### src/rtl/prio_dec1_2to4_pkg.sv
// prio_dec1_2to4_pkg: shared line count, code width and default counter width
package prio_dec1_2to4_pkg;
    localparam int N_LINES   = 4;
    localparam int CODE_W    = 2;
    localparam int CNT_W_DEF = 4;
endpackage

### src/rtl/prio_dec1_2to4_dec_line_ctr.sv
// dec_line_ctr: one line's sticky pending bit, saturating event counter and overflow flag
module dec_line_ctr #(
    parameter int CNT_W = 4
) (
    input  logic             clk,
    input  logic             rst,
    input  logic             i_ev,
    input  logic             i_clr,
    output logic             o_pend,
    output logic [CNT_W-1:0] o_cnt,
    output logic             o_ovf
);
    logic w_sat;
    assign w_sat = &o_cnt;
    always_ff @(posedge clk) begin
        if (rst) begin
            o_pend <= 1'b0;
            o_cnt  <= '0;
            o_ovf  <= 1'b0;
        end else if (i_ev) begin
            o_pend <= 1'b1;
            o_cnt  <= i_clr ? CNT_W'(1) : (w_sat ? o_cnt : o_cnt + 1'b1);
            o_ovf  <= i_clr ? 1'b0 : (o_ovf | w_sat);
        end else if (i_clr) begin
            o_pend <= 1'b0;
            o_cnt  <= '0;
            o_ovf  <= 1'b0;
        end
    end
endmodule

### src/rtl/prio_dec1_2to4.sv
// prio_dec1_2to4: registered 2-to-4 decode with per-line pending, saturating counters and clear handshake
module prio_dec1_2to4
    import prio_dec1_2to4_pkg::*;
#(
    parameter int CNT_W = CNT_W_DEF
) (
    input  logic                     clk,
    input  logic                     rst,
    input  logic [CODE_W-1:0]        code,
    input  logic                     code_v,
    output logic [N_LINES-1:0]       onehot,
    output logic                     onehot_v,
    output logic [N_LINES-1:0]       pend,
    input  logic [N_LINES-1:0]       clr_mask,
    input  logic                     clr_req,
    output logic                     clr_ack,
    output logic [N_LINES*CNT_W-1:0] cnt,
    output logic [N_LINES-1:0]       ovf
);
    logic [N_LINES-1:0] w_ev;
    logic [N_LINES-1:0] w_clr;
    assign w_ev  = code_v ? N_LINES'(1) << code : '0;
    assign w_clr = clr_req ? clr_mask : '0;
    always_ff @(posedge clk) begin
        if (rst) begin
            onehot   <= '0;
            onehot_v <= 1'b0;
            clr_ack  <= 1'b0;
        end else begin
            onehot   <= w_ev;
            onehot_v <= code_v;
            clr_ack  <= clr_req;
        end
    end
    for (genvar i = 0; i < N_LINES; i++) begin : g_line
        dec_line_ctr #(.CNT_W(CNT_W)) u_line (
            .clk    (clk),
            .rst    (rst),
            .i_ev   (w_ev[i]),
            .i_clr  (w_clr[i]),
            .o_pend (pend[i]),
            .o_cnt  (cnt[i*CNT_W +: CNT_W]),
            .o_ovf  (ovf[i])
        );
    end
endmodule

### config.mk
export PLATFORM = sky130hd
export DESIGN_NAME = prio_dec1_2to4
export DESIGN_NICKNAME = d
export VERILOG_FILES = /design/src/rtl/prio_dec1_2to4_pkg.sv /design/src/rtl/prio_dec1_2to4_dec_line_ctr.sv /design/src/rtl/prio_dec1_2to4.sv
export SDC_FILE = /design/constraint.sdc
export NUM_CORES = 1
export LEC_CHECK = 0
export BUFFER_PORTS_ARGS = -buffer_cell sky130_fd_sc_hd__buf_2
export CORE_MARGIN = 3
export CORE_UTILIZATION = 49
export DETAILED_ROUTE_END_ITERATION = 10
export PLACE_DENSITY = 0.76
export SETUP_SLACK_MARGIN = 0.3
export SYNTH_ARGS = -nofsm -noshare
export SYNTH_HDL_FRONTEND = slang
export SYNTH_SLANG_ARGS = --single-unit
export TNS_END_PERCENT = 50
### constraint.sdc
create_clock -name clk -period 1.9 [get_ports clk]
set_input_delay 0.095 -clock clk [delete_from_list [all_inputs] [get_ports clk]]
set_output_delay 0.095 -clock clk [all_outputs]
set_load 0.02 [all_outputs]
Yosys cells after proc, flatten, opt, wreduce, memory -nomap -nowiden
Index checks and enable logic that the tools add are counted.
{ "totals": {"ff_bits": 30, "in_bits": 10, "out_inout_bits": 30, "word_cells": 74} }
{ "classes": {"add_sub_neg": 4, "eq_ne": 4, "shifts": 1, "mux": 34, "bitwise": 4, "n_reduce_logical": 12} }
{ "op_table": {"columns": ["cell", "count"], "rows": [
  ["4-bit 2-to-1 mux", 18],
  ["4-bit by 1-bit adder with 4-bit output, second input constant", 4],
  ["1-bit 2-to-1 mux", 16],
  ["4-bit AND reduction", 4],
  ["2-bit != test, second input constant", 4],
  ["2-bit AND reduction", 4],
  ["2-bit nonzero test", 4],
  ["1-bit OR", 4],
  ["1-bit by 2-bit left shift with 4-bit output, first input constant", 1]
]} }

Longest topological paths before layout
{ "logic_depth": {"word_depth": 4, "ltp_mapped": 6, "mapped_depth_nobuf": 5} }

Cells and area by module
From an unflattened synthesis, not the netlist that was laid out.
{ "unflattened": {"hier_cells": 136, "hier_area_um2": 1298.7} }
{ "modules_own_cells": {"columns": ["mod", "n_inst", "cells_per_inst", "area_each_um2", "seq_area_each_um2"], "rows": [
  ["dec_line_ctr", 4, 29, 264.0, 120.1],
  ["prio_dec1_2to4", 1, 20, 242.7, 120.1]
]} }

Least setup slack after synthesis
No wires, ideal clock.
{ "synth_path": {"path_type": "reg2reg", "startpoint": "register g_line[2].u_line.o_cnt[0]", "endpoint": "register g_line[2].u_line.o_cnt[0]", "arrival_ns": 1.350, "required_time_ns": 1.794, "setup_slack_ns": 0.444, "stages_incl_launch_ff": 6, "n_path_buf": 0, "cell_sequence": "dfxtp_1 > ha_1 > and3_1 > nand2b_1 > or3_1 > o311ai_0"} }
{ "synth_between": {"elab_chain_len": 4, "elab_cells_between_ends": 7, "cone_classes": "1 x add/sub; 1 x eq/ne; 3 x mux; 2 x reduce/logical"} }
{ "synth_lines": {"columns": ["item", "line_no", "source"], "rows": [
  ["start: declaration", "prio_dec1_2to4_dec_line_ctr.sv:10", "output logic [CNT_W-1:0] o_cnt,"],
  ["start signal: assignment", "prio_dec1_2to4_dec_line_ctr.sv:22", "o_cnt <= i_clr ? CNT_W'(1) : (w_sat ? o_cnt : o_cnt + 1'b1);"],
  ["4-bit by 1-bit adder with 4-bit output", "prio_dec1_2to4_dec_line_ctr.sv:22", null],
  ["4-bit 2-to-1 mux (2 in a row)", "prio_dec1_2to4_dec_line_ctr.sv:22", null],
  ["4-bit 2-to-1 mux", "prio_dec1_2to4_dec_line_ctr.sv:20", "end else if (i_ev) begin"]
]} }
Parallel ways exist; a longest one is shown, timed or not. The select of a mux whose other input is x is not followed.
A chain may end at the register's enable or synchronous reset.

Worst setup path in the final report
Same ends and word-level chain as after synthesis.

==> results.md <==
* # clock sinks at 30
* Vias/cell at about 5.3
* Antenna diodes at 0
* Post-synthesis adder-cell area fraction at under 10%
* HP Class: input pin to flip-flop
* Tmin final at 1520 ps
* DRC viols at 0
* Reg power frac at between 50% and 60%
* Busiest grt layer: met2
* Share of cells above drive strength 1 at a little over a quarter
* P&R area growth vs syn at 15.3%
* Setup bufs post-CTS at 0
* Slew Limit Fails at 0
* Clock share of power at around a third
* Combinational Power Share at under 10%
* Relative slew margins at around 78%
* Die X at around 58 um
* #FFs+latches synth at 30
* Synthesized area at roughly 1300 sq um
* DRT Pass-1 Iters at 4
* Vias in the first global route at between 1000 and 1500
* CTS tree: done
* Root Driver: clkbuf_4
* Largest family of logic cells by synthesized area: simple AND/OR/NAND/NOR gates
* # fillers at between 200 and 300
* Setup crit start kind: flip-flop
* Post-detailed-route wirelength per cell at around 13 um
* FF-to-FF setup slack at around 380 ps
* Grt ovf at 0
* Mux share of post-synthesis cell area at 1.54%
* Bufs on Longest Clock Path at 2
* Top_reg_cell synth: dfxtp_1
* Commonest cells after routing, fill and taps aside: buf_2, dfxtp_1, nor2_1, nand2_1, a21oi_1
* Yosys top cell by area: dfxtp_1
* Most common cell after layout, fill and taps aside: buf_2
* Pwr Total at approximately 1.1 mW
* Die Height at 57.6 um
* Top cells by area, synth: dfxtp_1, buf_4, nor2_1
* Mapped Cells at approximately 150
* Critical path class: flip-flop to flip-flop
* Yosys warns at 0
* Internal power at roughly 0.82 mW
* Routability cong. at 0.713
* Worst flop-to-flop path endpoint: g_line[2].u_line.o_cnt[0]
* CORE AREA at approximately 2500 sq um
* Status: finished clean
* CP endpoint: g_line[2].u_line.o_cnt[0]
* Ys async rst share at 0%
* Synth Area in Compound Gates at between 10 and 15%
* Die area at ~3300 sq um
* Final Hold Fails at 0
* Final TNS setup at 0 ps
* Worst r2r src: g_line[2].u_line.o_cnt[0]
* Switch Pwr at around 0.29 mW
* Skew-Pair Late Insertion Delay at around 330 ps
* DR vias at between 1000 and 1500
* Worst Setup End Kind: flip-flop
* Met1 Usage GRT at between 20 and 25%
* Leakage at 0.685 nW
* Number of flops mapped to enable cells by yosys at 0
* Worst EP required at roughly 2100 ps
* IO buf count at 39
* Synth top area share at between 40% and 50%
* GR Util met3 at under 10%
* Unique cell type count in the Yosys netlist at 33
* Post-CTS Resized at 0
* Simple-Gate Fraction of Synth Area at about a quarter
* Starting Density at between 50% and 60%
* Power per cell area at ~730 nW/um^2
* Io pins at 40
* Sequential fraction of the synthesis area at between 40% and 50%
* # rows at 18
* FF-to-FF path depth at 5
* Worst Slack Setup Final at roughly 380 ps
* ANT nets after route at 0
* Final Instance Count excl. Fillers at approximately 210
* CP startpoint: g_line[2].u_line.o_cnt[0]
* Hold Buf Count CTS at 0
* Reg clk slew, reported paths at about 80 ps
* Total CTS buffers at 5
* Switching part of the total at 25.9%
* WP data arrival at approximately 1700 ps
* Largest net degree at the start of global routing at 21
* Final setup violation count at 0
* VDD IR max at between 0.5 and 0.6 mV
* Placed instance count at 204
* First-pass GRT wire length at 4550 um
* Wirelength, routed at 2690 um
* Syn_nets at roughly 160
* Final nets at between 150 and 200
* XOR/XNOR Fraction of Synth Area at under 10%
* MaxCap Viol Count at 0
* GR Util met2 at roughly 28%
* Max FO, Critical Path at 5
* DP HPWL at 1930 um
* All-Layer GR Usage at between 10% and 20%
* Final Util at roughly three fifths
* Max frequency at 0.657 GHz
* Worst Skew at ~8.6 ps
* Initial antenna violation count at 0
* DP Worst Slack at 419 ps
* Syn Area/Cell at 8.86 sq um
* Initial drt markers at 27
* H-Tree Level Count at 2
* Fin crit share at approximately four fifths
* Worst-Margin Slew at 326 ps
* RSZ-0062 raised after global routing: false
-- power groups by stage --
stage                     clock (mW)  sequential, mW  combinational (mW)
after detailed placement           0           0.665               0.104
final                          0.349           0.650               0.104
after floorplan                    0           0.676              0.0609
after global routing           0.379           0.652               0.116
after global placement             0           0.664               0.101
after CTS                      0.359           0.650               0.105
-- worst min-delay path by stage --
stage	start	end	slack, ps	depth (start not counted)
6_report	clr_req	clr_ack	80	2
5_1_grt	clr_req	clr_ack	70	2
4_1_cts	clr_req	clr_ack	70	2
3_5_place_dp	clr_req	clr_ack	430	2
3_3_place_gp	clr_req	clr_ack	410	2
2_1_floorplan	clr_req	clr_ack	220	1
-- sequential cells by signal (all words and copies together), names as in the netlist --
register / cells
onehot: 4
clr_ack: 1
g_line.u_line.o_pend: 4
g_line.u_line.o_ovf: 4
g_line.u_line.o_cnt: 16
onehot_v: 1
-- layout make-up --
cell class / count / area (sq um) / share of cell area, %
inverter: 4 / 15.0 / 1.00
multi-input combinational: 101 / 608 / 40.5
clock buffer: 7 / 45.0 / 3.00
tap: 30 / 37.5 / 2.50
timing repair buffer: 39 / 195 / 13.0
sequential: 30 / 601 / 40.0
-- critical path, cell delays in order, from the launching register on --
cell and delay (ps):
dfxtp_1 350, ha_1 240, and3_1 220, nand2b_1 190, or3_1 320, o311ai_0 90
-- cells in the mapped netlist, types with 2 or more instances --
library cell	instances
clkbuf_1	3
mux2i_1	2
nor3_1	6
xnor2_1	3
dfxtp_1	30
ha_1	4
a21oi_1	11
nand3_1	4
nor2b_1	2
o21ai_0	6
inv_1	4
nand2_1	11
nand2b_1	6
nor2_1	18
nand3b_1	3
o22ai_1	4
and3_1	5
buf_4	9
o21ai_1	2
-- metal layers --
layer / up-vias / routed length, um
met1: 501 / 1210
met5: - / 0
met2: 35 / 1220
li1: 581 / -
met3: 7 / 198
met4: 0 / 50
-- per-stage QoR --
| step | cell area, sq um | hold WS (ps) |
|---|---|---|
| global route | 1500 | 70.7 |
| floorplan | 1300 | 223 |
| global placement | 1460 | 409 |
| detailed placement | 1460 | 431 |
| finish | 1500 | 78.0 |
| CTS | 1500 | 73.1 |
-- kinds of logic (layout without fill, tap and decap cells) --
logic type	Yosys count	in the layout
and+or+nand+nor	62	62
DFF	30	30
adders and majority gates	4	4
xor gates and xnor gates	3	3
muxes	2	2
buffers and inverters	16	50
AOI/OAI and AO/OA	30	30
Power figures use the tool's default switching activity.
